==> config.mk <==
export PLATFORM = sky130hd
export DESIGN_NAME = fpu_reg_stack
export DESIGN_NICKNAME = d
export VERILOG_FILES = /design/src/rtl/fpu_pkg.sv /design/src/rtl/fpu_reg_file.sv /design/src/rtl/fpu_reg_stack.sv
export SDC_FILE = /design/constraint.sdc
export NUM_CORES = 2
export LEC_CHECK = 0
export CORE_MARGIN = 5
export CORE_UTILIZATION = 50
export DETAILED_ROUTE_END_ITERATION = 7
export DONT_BUFFER_PORTS = 1
export HOLD_SLACK_MARGIN = 0.12
export PLACE_DENSITY = 0.68
export SETUP_SLACK_MARGIN = 0.2
export SYNTH_ARGS = -nofsm -noshare
export SYNTH_HDL_FRONTEND = slang
export SYNTH_SLANG_ARGS = --single-unit
==> constraint.sdc <==
create_clock -name clk -period 5.4 [get_ports clk]
set_input_delay 1.08 -clock clk [delete_from_list [all_inputs] [get_ports clk]]
set_output_delay 1.08 -clock clk [all_outputs]
set_load 0.1 [all_outputs]
==> src/rtl/fpu_pkg.sv <==
// rtl/fpu_pkg.sv - shared FPU tag encodings, stack op codes and tag classifier
package fpu_pkg;

    localparam logic [1:0] TAG_VALID   = 2'b00;
    localparam logic [1:0] TAG_ZERO    = 2'b01;
    localparam logic [1:0] TAG_SPECIAL = 2'b10;
    localparam logic [1:0] TAG_EMPTY   = 2'b11;

    typedef enum logic [3:0] {
        OP_NOP       = 4'd0,
        OP_PUSH      = 4'd1,
        OP_POP       = 4'd2,
        OP_WRITE     = 4'd3,
        OP_WRITE_POP = 4'd4,
        OP_XCH       = 4'd5,
        OP_FREE      = 4'd6,
        OP_INCSTP    = 4'd7,
        OP_DECSTP    = 4'd8,
        OP_INIT      = 4'd9
    } op_code_e;

    typedef enum logic [1:0] {
        ST_IDLE = 2'd0,
        ST_XCH2 = 2'd1,
        ST_CLR  = 2'd2
    } stk_state_e;

    // Field reductions are done by the caller so the function is width independent.
    function automatic logic [1:0] fpu_tag_classify(
        input logic exp_zero,
        input logic exp_ones,
        input logic mant_zero,
        input logic int_bit
    );
        if (exp_zero && mant_zero) begin
            return TAG_ZERO;
        end else if (exp_ones || exp_zero || !int_bit) begin
            return TAG_SPECIAL;
        end else begin
            return TAG_VALID;
        end
    endfunction

endpackage

==> src/rtl/fpu_reg_file.sv <==
// rtl/fpu_reg_file.sv - FPU data/tag register file, one write port, tag-free port, async reads
module fpu_reg_file
    import fpu_pkg::*;
#(
    parameter int DEPTH = 8,
    parameter int WIDTH = 80,
    parameter int PTR_W = $clog2(DEPTH)
) (
    input  logic               clk,
    input  logic               reset_n,
    input  logic               wr_en,
    input  logic [PTR_W-1:0]   wr_idx,
    input  logic [WIDTH-1:0]   wr_data,
    input  logic [1:0]         wr_tag,
    input  logic               free_en,
    input  logic [PTR_W-1:0]   free_idx,
    input  logic [PTR_W-1:0]   rd_idx_a,
    input  logic [PTR_W-1:0]   rd_idx_b,
    input  logic [PTR_W-1:0]   rd_idx_c,
    input  logic [PTR_W-1:0]   rd_idx_d,
    output logic [WIDTH-1:0]   rd_data_a,
    output logic [WIDTH-1:0]   rd_data_b,
    output logic [WIDTH-1:0]   rd_data_c,
    output logic [WIDTH-1:0]   rd_data_d,
    output logic [1:0]         rd_tag_a,
    output logic [1:0]         rd_tag_b,
    output logic [2*DEPTH-1:0] tag_word
);

    logic [WIDTH-1:0] data_q [DEPTH];
    logic [WIDTH-1:0] data_d [DEPTH];
    logic [1:0]       tag_q  [DEPTH];
    logic [1:0]       tag_d  [DEPTH];

    // The free port wins over the data port so a same-register WRITE_POP ends empty.
    always_comb begin
        data_d = data_q;
        tag_d  = tag_q;
        if (wr_en) begin
            data_d[wr_idx] = wr_data;
            tag_d[wr_idx]  = wr_tag;
        end
        if (free_en) begin
            tag_d[free_idx] = TAG_EMPTY;
        end
    end

    always_ff @(posedge clk or negedge reset_n) begin
        if (!reset_n) begin
            for (int k = 0; k < DEPTH; k++) begin
                data_q[k] <= '0;
                tag_q[k]  <= TAG_EMPTY;
            end
        end else begin
            data_q <= data_d;
            tag_q  <= tag_d;
        end
    end

    assign rd_data_a = data_q[rd_idx_a];
    assign rd_data_b = data_q[rd_idx_b];
    assign rd_data_c = data_q[rd_idx_c];
    assign rd_data_d = data_q[rd_idx_d];
    assign rd_tag_a  = tag_q[rd_idx_a];
    assign rd_tag_b  = tag_q[rd_idx_b];

    always_comb begin
        tag_word = '0;
        for (int k = 0; k < DEPTH; k++) begin
            tag_word[2*k +: 2] = tag_q[k];
        end
    end

endmodule

==> src/rtl/fpu_reg_stack.sv <==
// rtl/fpu_reg_stack.sv - 8087-style FPU register stack with fault detection, FXCH and FINIT scrub
module fpu_reg_stack
    import fpu_pkg::*;
#(
    parameter int DEPTH  = 8,
    parameter int EXP_W  = 15,
    parameter int MANT_W = 64,
    localparam int PTR_W = $clog2(DEPTH),
    localparam int WIDTH = 1 + EXP_W + MANT_W
) (
    input  logic               clk,
    input  logic               reset_n,
    input  logic               op_valid,
    output logic               op_ready,
    input  logic [3:0]         op_code,
    input  logic [PTR_W-1:0]   op_idx,
    input  logic [WIDTH-1:0]   op_data,
    output logic               op_done,
    output logic               fault,
    output logic               fault_c1,
    input  logic [PTR_W-1:0]   rd_idx_a,
    input  logic [PTR_W-1:0]   rd_idx_b,
    output logic [WIDTH-1:0]   rd_data_a,
    output logic [WIDTH-1:0]   rd_data_b,
    output logic [1:0]         rd_tag_a,
    output logic [1:0]         rd_tag_b,
    output logic [PTR_W-1:0]   top,
    output logic [2*DEPTH-1:0] tag_word
);

    stk_state_e       state_q, state_d;
    logic [PTR_W-1:0] top_q, top_d;
    logic [PTR_W-1:0] clr_cnt_q, clr_cnt_d;
    logic [PTR_W-1:0] xch_pidx_q, xch_pidx_d;
    logic [WIDTH-1:0] tmp_data_q, tmp_data_d;
    logic [1:0]       tmp_tag_q, tmp_tag_d;
    logic             done_q, done_d;
    logic             fault_q, fault_d;
    logic             c1_q, c1_d;

    logic             wr_en, free_en;
    logic [PTR_W-1:0] wr_idx, free_idx;
    logic [WIDTH-1:0] wr_data;
    logic [1:0]       wr_tag;

    logic [PTR_W-1:0] st0_p, sti_p, push_p;
    logic [WIDTH-1:0] st0_data, sti_data;
    logic [1:0]       tag_st0, tag_sti, tag_push, in_tag;

    assign st0_p  = top_q;
    assign sti_p  = top_q + op_idx;
    assign push_p = top_q - PTR_W'(1);

    assign tag_st0  = tag_word[{st0_p, 1'b0} +: 2];
    assign tag_sti  = tag_word[{sti_p, 1'b0} +: 2];
    assign tag_push = tag_word[{push_p, 1'b0} +: 2];

    assign in_tag = fpu_tag_classify(op_data[MANT_W +: EXP_W] == '0,
                                     &op_data[MANT_W +: EXP_W],
                                     op_data[MANT_W-1:0] == '0,
                                     op_data[MANT_W-1]);

    fpu_reg_file #(
        .DEPTH (DEPTH),
        .WIDTH (WIDTH),
        .PTR_W (PTR_W)
    ) u_reg_file (
        .clk       (clk),
        .reset_n   (reset_n),
        .wr_en     (wr_en),
        .wr_idx    (wr_idx),
        .wr_data   (wr_data),
        .wr_tag    (wr_tag),
        .free_en   (free_en),
        .free_idx  (free_idx),
        .rd_idx_a  (top_q + rd_idx_a),
        .rd_idx_b  (top_q + rd_idx_b),
        .rd_idx_c  (st0_p),
        .rd_idx_d  (sti_p),
        .rd_data_a (rd_data_a),
        .rd_data_b (rd_data_b),
        .rd_data_c (st0_data),
        .rd_data_d (sti_data),
        .rd_tag_a  (rd_tag_a),
        .rd_tag_b  (rd_tag_b),
        .tag_word  (tag_word)
    );

    always_comb begin
        state_d    = state_q;
        top_d      = top_q;
        clr_cnt_d  = clr_cnt_q;
        xch_pidx_d = xch_pidx_q;
        tmp_data_d = tmp_data_q;
        tmp_tag_d  = tmp_tag_q;
        done_d     = 1'b0;
        fault_d    = 1'b0;
        c1_d       = c1_q;
        wr_en      = 1'b0;
        wr_idx     = sti_p;
        wr_data    = op_data;
        wr_tag     = in_tag;
        free_en    = 1'b0;
        free_idx   = st0_p;

        case (state_q)
            ST_IDLE: begin
                if (op_valid) begin
                    done_d = 1'b1;
                    case (op_code)
                        OP_PUSH: begin
                            if (tag_push == TAG_EMPTY) begin
                                top_d  = push_p;
                                wr_en  = 1'b1;
                                wr_idx = push_p;
                            end else begin
                                fault_d = 1'b1;
                                c1_d    = 1'b1;
                            end
                        end
                        OP_POP: begin
                            if (tag_st0 != TAG_EMPTY) begin
                                free_en = 1'b1;
                                top_d   = top_q + PTR_W'(1);
                            end else begin
                                fault_d = 1'b1;
                                c1_d    = 1'b0;
                            end
                        end
                        OP_WRITE: begin
                            wr_en = 1'b1;
                        end
                        OP_WRITE_POP: begin
                            if (tag_st0 != TAG_EMPTY) begin
                                wr_en   = (op_idx != '0);
                                free_en = 1'b1;
                                top_d   = top_q + PTR_W'(1);
                            end else begin
                                fault_d = 1'b1;
                                c1_d    = 1'b0;
                            end
                        end
                        OP_XCH: begin
                            if (tag_st0 == TAG_EMPTY || tag_sti == TAG_EMPTY) begin
                                fault_d = 1'b1;
                                c1_d    = 1'b0;
                            end else if (op_idx != '0) begin
                                // First half: ST0 takes ST(i); old ST0 parks in temp.
                                done_d     = 1'b0;
                                state_d    = ST_XCH2;
                                wr_en      = 1'b1;
                                wr_idx     = st0_p;
                                wr_data    = sti_data;
                                wr_tag     = tag_sti;
                                tmp_data_d = st0_data;
                                tmp_tag_d  = tag_st0;
                                xch_pidx_d = sti_p;
                            end
                        end
                        OP_FREE: begin
                            free_en  = 1'b1;
                            free_idx = sti_p;
                        end
                        OP_INCSTP: top_d = top_q + PTR_W'(1);
                        OP_DECSTP: top_d = top_q - PTR_W'(1);
                        OP_INIT: begin
                            done_d    = 1'b0;
                            state_d   = ST_CLR;
                            clr_cnt_d = '0;
                        end
                        default: ;
                    endcase
                end
            end
            ST_XCH2: begin
                wr_en   = 1'b1;
                wr_idx  = xch_pidx_q;
                wr_data = tmp_data_q;
                wr_tag  = tmp_tag_q;
                state_d = ST_IDLE;
                done_d  = 1'b1;
            end
            ST_CLR: begin
                wr_en     = 1'b1;
                wr_idx    = clr_cnt_q;
                wr_data   = '0;
                wr_tag    = TAG_EMPTY;
                top_d     = '0;
                clr_cnt_d = clr_cnt_q + PTR_W'(1);
                if (clr_cnt_q == PTR_W'(DEPTH - 1)) begin
                    state_d = ST_IDLE;
                    done_d  = 1'b1;
                end
            end
            default: state_d = ST_IDLE;
        endcase
    end

    always_ff @(posedge clk or negedge reset_n) begin
        if (!reset_n) begin
            state_q    <= ST_IDLE;
            top_q      <= '0;
            clr_cnt_q  <= '0;
            xch_pidx_q <= '0;
            tmp_data_q <= '0;
            tmp_tag_q  <= TAG_EMPTY;
            done_q     <= 1'b0;
            fault_q    <= 1'b0;
            c1_q       <= 1'b0;
        end else begin
            state_q    <= state_d;
            top_q      <= top_d;
            clr_cnt_q  <= clr_cnt_d;
            xch_pidx_q <= xch_pidx_d;
            tmp_data_q <= tmp_data_d;
            tmp_tag_q  <= tmp_tag_d;
            done_q     <= done_d;
            fault_q    <= fault_d;
            c1_q       <= c1_d;
        end
    end

    assign op_ready = (state_q == ST_IDLE);
    assign op_done  = done_q;
    assign fault    = fault_q;
    assign fault_c1 = c1_q;
    assign top      = top_q;

endmodule

Word-level counts from Yosys, hierarchy flattened
Cells that the tools add are included.
- bits in writable memories: 0
- memories: 0
- output and inout bits: 187
- latch bits: 0
- input bits: 96
- bits in registers: 752
- ROM bits: 0
- logic and storage cells: 189
- reductions and logical operators: 21
- add/subtract/negate cells: 6
- equality and inequality tests: 28
- shift-type cells: 3
- $mul: 0
- order comparisons: 8
- mux-type cells: 90
- div/mod/pow operators: 0
- bitwise operators: 8
- operators with widths (kind ; number):
    80-bit 2-to-1 mux ; 13
    80-bit binary-select mux with 3-bit select ; 4
    640-bit bitwise mux ; 1
    80-bit demux with 3-bit select ; 1
    80-bit one-hot mux with 3 select lines ; 1
    64-bit zero test ; 1
    16-bit by 5-bit indexed part select with 2-bit output ; 3
    3-bit 2-to-1 mux ; 12
    16-bit 2-to-1 mux ; 2
    2-bit 2-to-1 mux ; 16
    4-bit >= comparator, second input constant ; 6
    3-bit NOT with 4-bit output ; 6
    1-bit 2-to-1 mux ; 20
    3-bit one-hot mux with 2 select lines ; 3
    16-bit bitwise mux ; 1
    4-bit by 3-bit equality test with 1-bit output, second input constant ; 4
    16-bit bitwise OR ; 1
    15-bit zero test ; 1
    15-bit AND reduction ; 1
    5-bit AND reduction ; 3
    2-bit binary-select mux with 3-bit select ; 2
    2-bit demux with 3-bit select ; 2
    2-bit inequality test, second input constant ; 6
    3-bit one-hot mux with 4 select lines ; 1
    31 further kinds ; 53

Logic depth before layout (Yosys ltp)
- depth after elaboration: 17
- gate-level depth with buffers: 17
- gate-level depth less buffers: 11

Hierarchy
From an unflattened synthesis, not the netlist that was laid out.
- cells, all modules: 3262
- area, all modules: 50036.7 µm²
- modules (own cells, without submodules) (module ; times used ; area an instance (µm²) ; cells an instance ; sequential area each (µm²)):
    fpu_reg_file ; 1 ; 43529.2 ; 2574 ; 16435.8
    fpu_reg_stack ; 1 ; 6507.5 ; 688 ; 2404.8

Worst setup path before layout
OpenSTA, ideal clock, no wires.
- path type: flip-flop to flip-flop
- start: register top_q[1], in the netlist top[1]
- end: register u_reg_file.data_q[233] (netlist name)
- slack: 0.089 ns
- required time: 5.275 ns
- library setup time: 0.125 ns
- cell stages (with the launch flop): 18
- period minus slack after synthesis: 5.311 ns
- arrival time: 5.186 ns
- path buffers: 7
- cell sequence: dfrtp_1 clkbuf_1 clkbuf_1 clkbuf_1 inv_1 fa_1 xnor3_1 buf_2 nand3_1 o211a_1 buf_6 o221a_4 o2111a_1 or2_1 nor4_1 buf_4 buf_6 mux2_2
- word-level cells in the longest chain between the ends: 14
- elaborated cells on any way between the ends: 38
- those cells by class: add/sub (2); order compare (2); eq/ne (4); shift (3); mux (23); bitwise (2); reduce/logical (2)
- ends and longest elaborated chain (what ; RTL line ; text):
    start, declared ; fpu_reg_stack.sv:32 ; logic [PTR_W-1:0] top_q, top_d;
    start signal, assigned ; fpu_reg_stack.sv:212 ; top_q <= top_d;
    3-bit adder ; fpu_reg_stack.sv:51 ; assign sti_p = top_q + op_idx;
    16-bit by 5-bit indexed part select with 2-bit output ; fpu_reg_stack.sv:55 ; assign tag_sti = tag_word[{sti_p, 1'b0} +: 2];
    2-bit equality test ; fpu_reg_stack.sv:144 ; if (tag_st0 == TAG_EMPTY || tag_sti == TAG_EMPTY) begin
    1-bit logical OR ; fpu_reg_stack.sv:144 ;
    3-bit 2-to-1 mux ; fpu_reg_stack.sv:144 ;
    3-bit one-hot mux with 2 select lines ; fpu_reg_stack.sv:110 ; case (op_code)
    3-bit 2-to-1 mux ; fpu_reg_stack.sv:108 ; if (op_valid) begin
    3-bit one-hot mux with 3 select lines ; fpu_reg_stack.sv:106 ; case (state_q)
    3-bit NOT with 4-bit output (not written as such) ; fpu_reg_file.sv:40 ; data_d[wr_idx] = wr_data;
    4-bit >= comparator (not written as such) or 4-bit by 1-bit < comparator with 1-bit output (tied branches) ; fpu_reg_file.sv:40 ;
    1-bit logical AND (not written as such) ; fpu_reg_file.sv:40 ;
    80-bit 2-to-1 mux (not written as such) ; fpu_reg_file.sv:40 ;
    80-bit demux with 3-bit select ; fpu_reg_file.sv:40 ;
    640-bit bitwise mux ; fpu_reg_file.sv:40 ;
    end signal, assigned ; fpu_reg_file.sv:55 ; data_q <= data_d;
    end, declared ; fpu_reg_file.sv:30 ; logic [WIDTH-1:0] data_q [DEPTH];
Several ways; a longest one is shown, not always the timed one. The select of a mux whose other input is x is not followed.
A chain may end at the register's enable or synchronous reset.

Final worst setup path
- start: register top_q[0], in the netlist top[0]
- end: output rd_data_a[64]
- word-level cells in the longest chain between the ends: 5
- ends and longest elaborated chain (what ; RTL line ; text):
    3-bit adder ; fpu_reg_stack.sv:76 ; .rd_idx_a (top_q + rd_idx_a),
    3-bit NOT with 4-bit output (not written as such) ; fpu_reg_file.sv:60 ; assign rd_data_a = data_q[rd_idx_a];
    80-bit binary-select mux with 3-bit select ; fpu_reg_file.sv:60 ;
    80-bit 2-to-1 mux (not written as such) (2 in a row) ; fpu_reg_file.sv:60 ;
    end, declared ; fpu_reg_stack.sv:23 ; output logic [WIDTH-1:0] rd_data_a,
No other way between the ends. The select of a mux whose other input is x is not followed.

==> reports/qor.yml <==
synth_top_cell_by_area: "dfrtp_1"
whs_ps: 152
r2r_start: "top[0]"
cp_max_fo: 37
synth_area_um2: 50900
relSlewSlack_pct: -106
fin_setup_tns_ps: 0
rows: 117
grt_max_degree: 753
synthCells: 3566
ant_nets: 0
drive_gt1_share_pct: 51.1
yosys-top-cells-area: "dfrtp_1, mux4_2, mux2_2"
clk_pin_slew_ps: 60
violations: "slew limit"
globalplace.congestion: 0.875
design_area_um2: 57500
area_growth_pct: 13.1
dr.pass1.iters: 7
worst-setup-path-type: "register to output pin"
yosys_warnings: 0
cp_slowest_cell: "dfrtp_4"
nets: 3637
syn_area_per_cell_um2: 14.3
syn_nets: 3676
synthMuxAreaShare_pct: 49.1
vias: 35600
ys.flop_type: "dfrtp_1"
synth_top_family_by_area: "multiplexers"
viasPerCell: 7.17
clk_latency_ps: 660
critPathCaptureType: "output pin"
slew_violations: 512
hp-class: "input pin to async pin"
drtIter0Drc: 3835
wl_per_cell_um: 32.7
netlist_top_cells_count: "mux2_2, dfrtp_1, mux4_2, nand2_1, clkbuf_1"
grt_pass1_vias: 36600
grt_pass1_wl_mm: 245
grt_overflow: 0
async_flop_share_pct: 100
drc: 0
worst-endpoint-arrival_ps: 3990
period_needed_ps: 5070
post_dp_cell_area_um2: 54400
ctsRootBufferMaster: "clkbuf_16"
yosysSeqAreaShare_pct: 37.0
cts.path.max_buffers: 3
ys_ff_latch: 752
core_um2: 101000
clkSinkCount: 752
place.port_buffers: 0
synthXorXnorAreaFrac_pct: 0.231
r2r-end: "u_reg_file.data_q[65]"
dp_hpwl_mm: 93.1
fmax_ghz: 0.197
worstPathCellList: "ha_4 > fa_4 > xor2_2 > xnor2_2 > buf_12 > buf_12 > mux4_2 > mux2_2 > buf_12"
synth_simple_gate_area_share_pct: 4.15
die-area_um2: 108000
yosys.cell_types.count: 65
die_w_um: 329
synth_top_area_share_pct: 36.1
cp-start-kind: "register"
outcome: "finished with violations"
yosysMostFrequentCell: "mux2_2"
initial_core_util_pct: 50.1
cts_buffers: 89
grt_usage_pct: 30.1
period_share_pct: 94.0
synth_edf_count: 0
synth_adder_area_share_pct: 0.389
io_pins: 283
setup_viol: 0
setup_ws_ps: 327
cts_tree: "done"
slowest_delay_ps: 630
maxCapViolations: 0
dieHeight_um: 329
regToRegSetupSlack_ps: 530
path_common_cell: "buf_12"
finalHoldViolCount: 0
worst_r2r_path_depth: 12
htreeDepth: 3
skew_ps: 17.0
preCtsSetupSlack_ps: 220
worstPathRequired_ps: 4320
tightestPinTransition_ps: 3090
grt_antenna_before_repair: 2
grt_setup_unrepaired: "no"
wirelength_mm: 162
synth-compound-area-share_pct: 5.13
-- worst max-delay path by stage --
stage / from / endpoint / slack (ps)
floorplan: top[1] / u_reg_file.data_q[233] / 430
global placement: op_idx[0] / u_reg_file.data_q[77] / 280
detailed placement: op_idx[0] / u_reg_file.data_q[65] / 220
CTS: top[0] / rd_data_b[30] / 210
global route: top[0] / rd_data_a[64] / 240
finish: top[0] / rd_data_a[64] / 330
-- worst max-delay path, delay by kind of cell (launching register included) --
family                     cells  cell delay, ps
buffers and inverters          3             790
muxes                          2             690
adders and majority gates      2             670
DFF                            1             630
xor gates and xnor gates       2             490
-- metal layers --
metal,up-vias,track usage (%),share of wire (%)
met5,-,0,0.011
met4,2,10.8,4.1
met3,432,9.38,11
met2,2126,47.2,47
met1,18800,39.9,38
li1,14200,-,-
-- cell families (layout without fill, tap and decap cells) --
kind of cell / Yosys count / after routing
other: 0 / 1
flip-flops: 752 / 752
buffers and inverters: 354 / 386
adder cells (fa/ha/maj): 14 / 14
AO/OA/AOI/OAI: 386 / 386
AND/OR/NAND/NOR: 481 / 481
XOR/XNOR: 10 / 10
multiplexers: 1569 / 1569
-- metrics by stage --
step / utilization [%] / std cells
after detailed placement: 53.6 / 4802
after global placement: 53.6 / 4802
final: 56.7 / 4967
after floorplan: - / 3566
after global routing: 56.7 / 4966
after CTS: 56.7 / 4964
-- timing repair --
item                                    4_1_cts  5_1_grt
buffers inserted                              0        0
cloned                                        0        1
endpoints found under the setup margin        2       12
gates resized for setup                       1        3
hold buffers                                  0        1
endpoints found under the hold margin         0        6
-- layout by cell type, fill, tap and decap left out, drive strengths merged, types with 4 or more instances in the layout --
master    count
a211oi        6
a21oi        89
a2bb2oi      73
a32oi         7
buf         209
bufinv       10
clkbuf      130
clkinv       17
clkinvlp      4
dfrtp       734
dfstp        18
ha           11
inv          15
mux2        804
mux2i       107
mux4        658
nand2       277
nand2b       13
nand3        84
nand4         7
nor2         45
nor3          8
nor3b         4
nor4         28
o211ai       74
o21ai       103
o22ai         4
or2           4
xnor2         4
xor2          4
-- registers in the layout (all words and copies together), names as in the netlist --
name                 count
u_reg_file.data_q      640
tmp_data_q              80
u_reg_file.tag_word     16
clr_cnt_q                3
top                      3
xch_pidx_q               3
state_q                  2
tmp_tag_q                2
fault                    1
fault_c1                 1
op_done                  1
-- cell type report --
cell class	count	area, um^2
multi-input combinational	2460	30200
inverter	13	51.3
sequential	752	18900
fill	7916	43900
clock inverter	33	433
clock buffer	129	2660
tap	1368	1710
timing repair buffer	211	3620
antenna	1	2.50
Power is not shown: default switching activity piles up to over one toggle a cycle in this logic, so the estimate is an artifact.
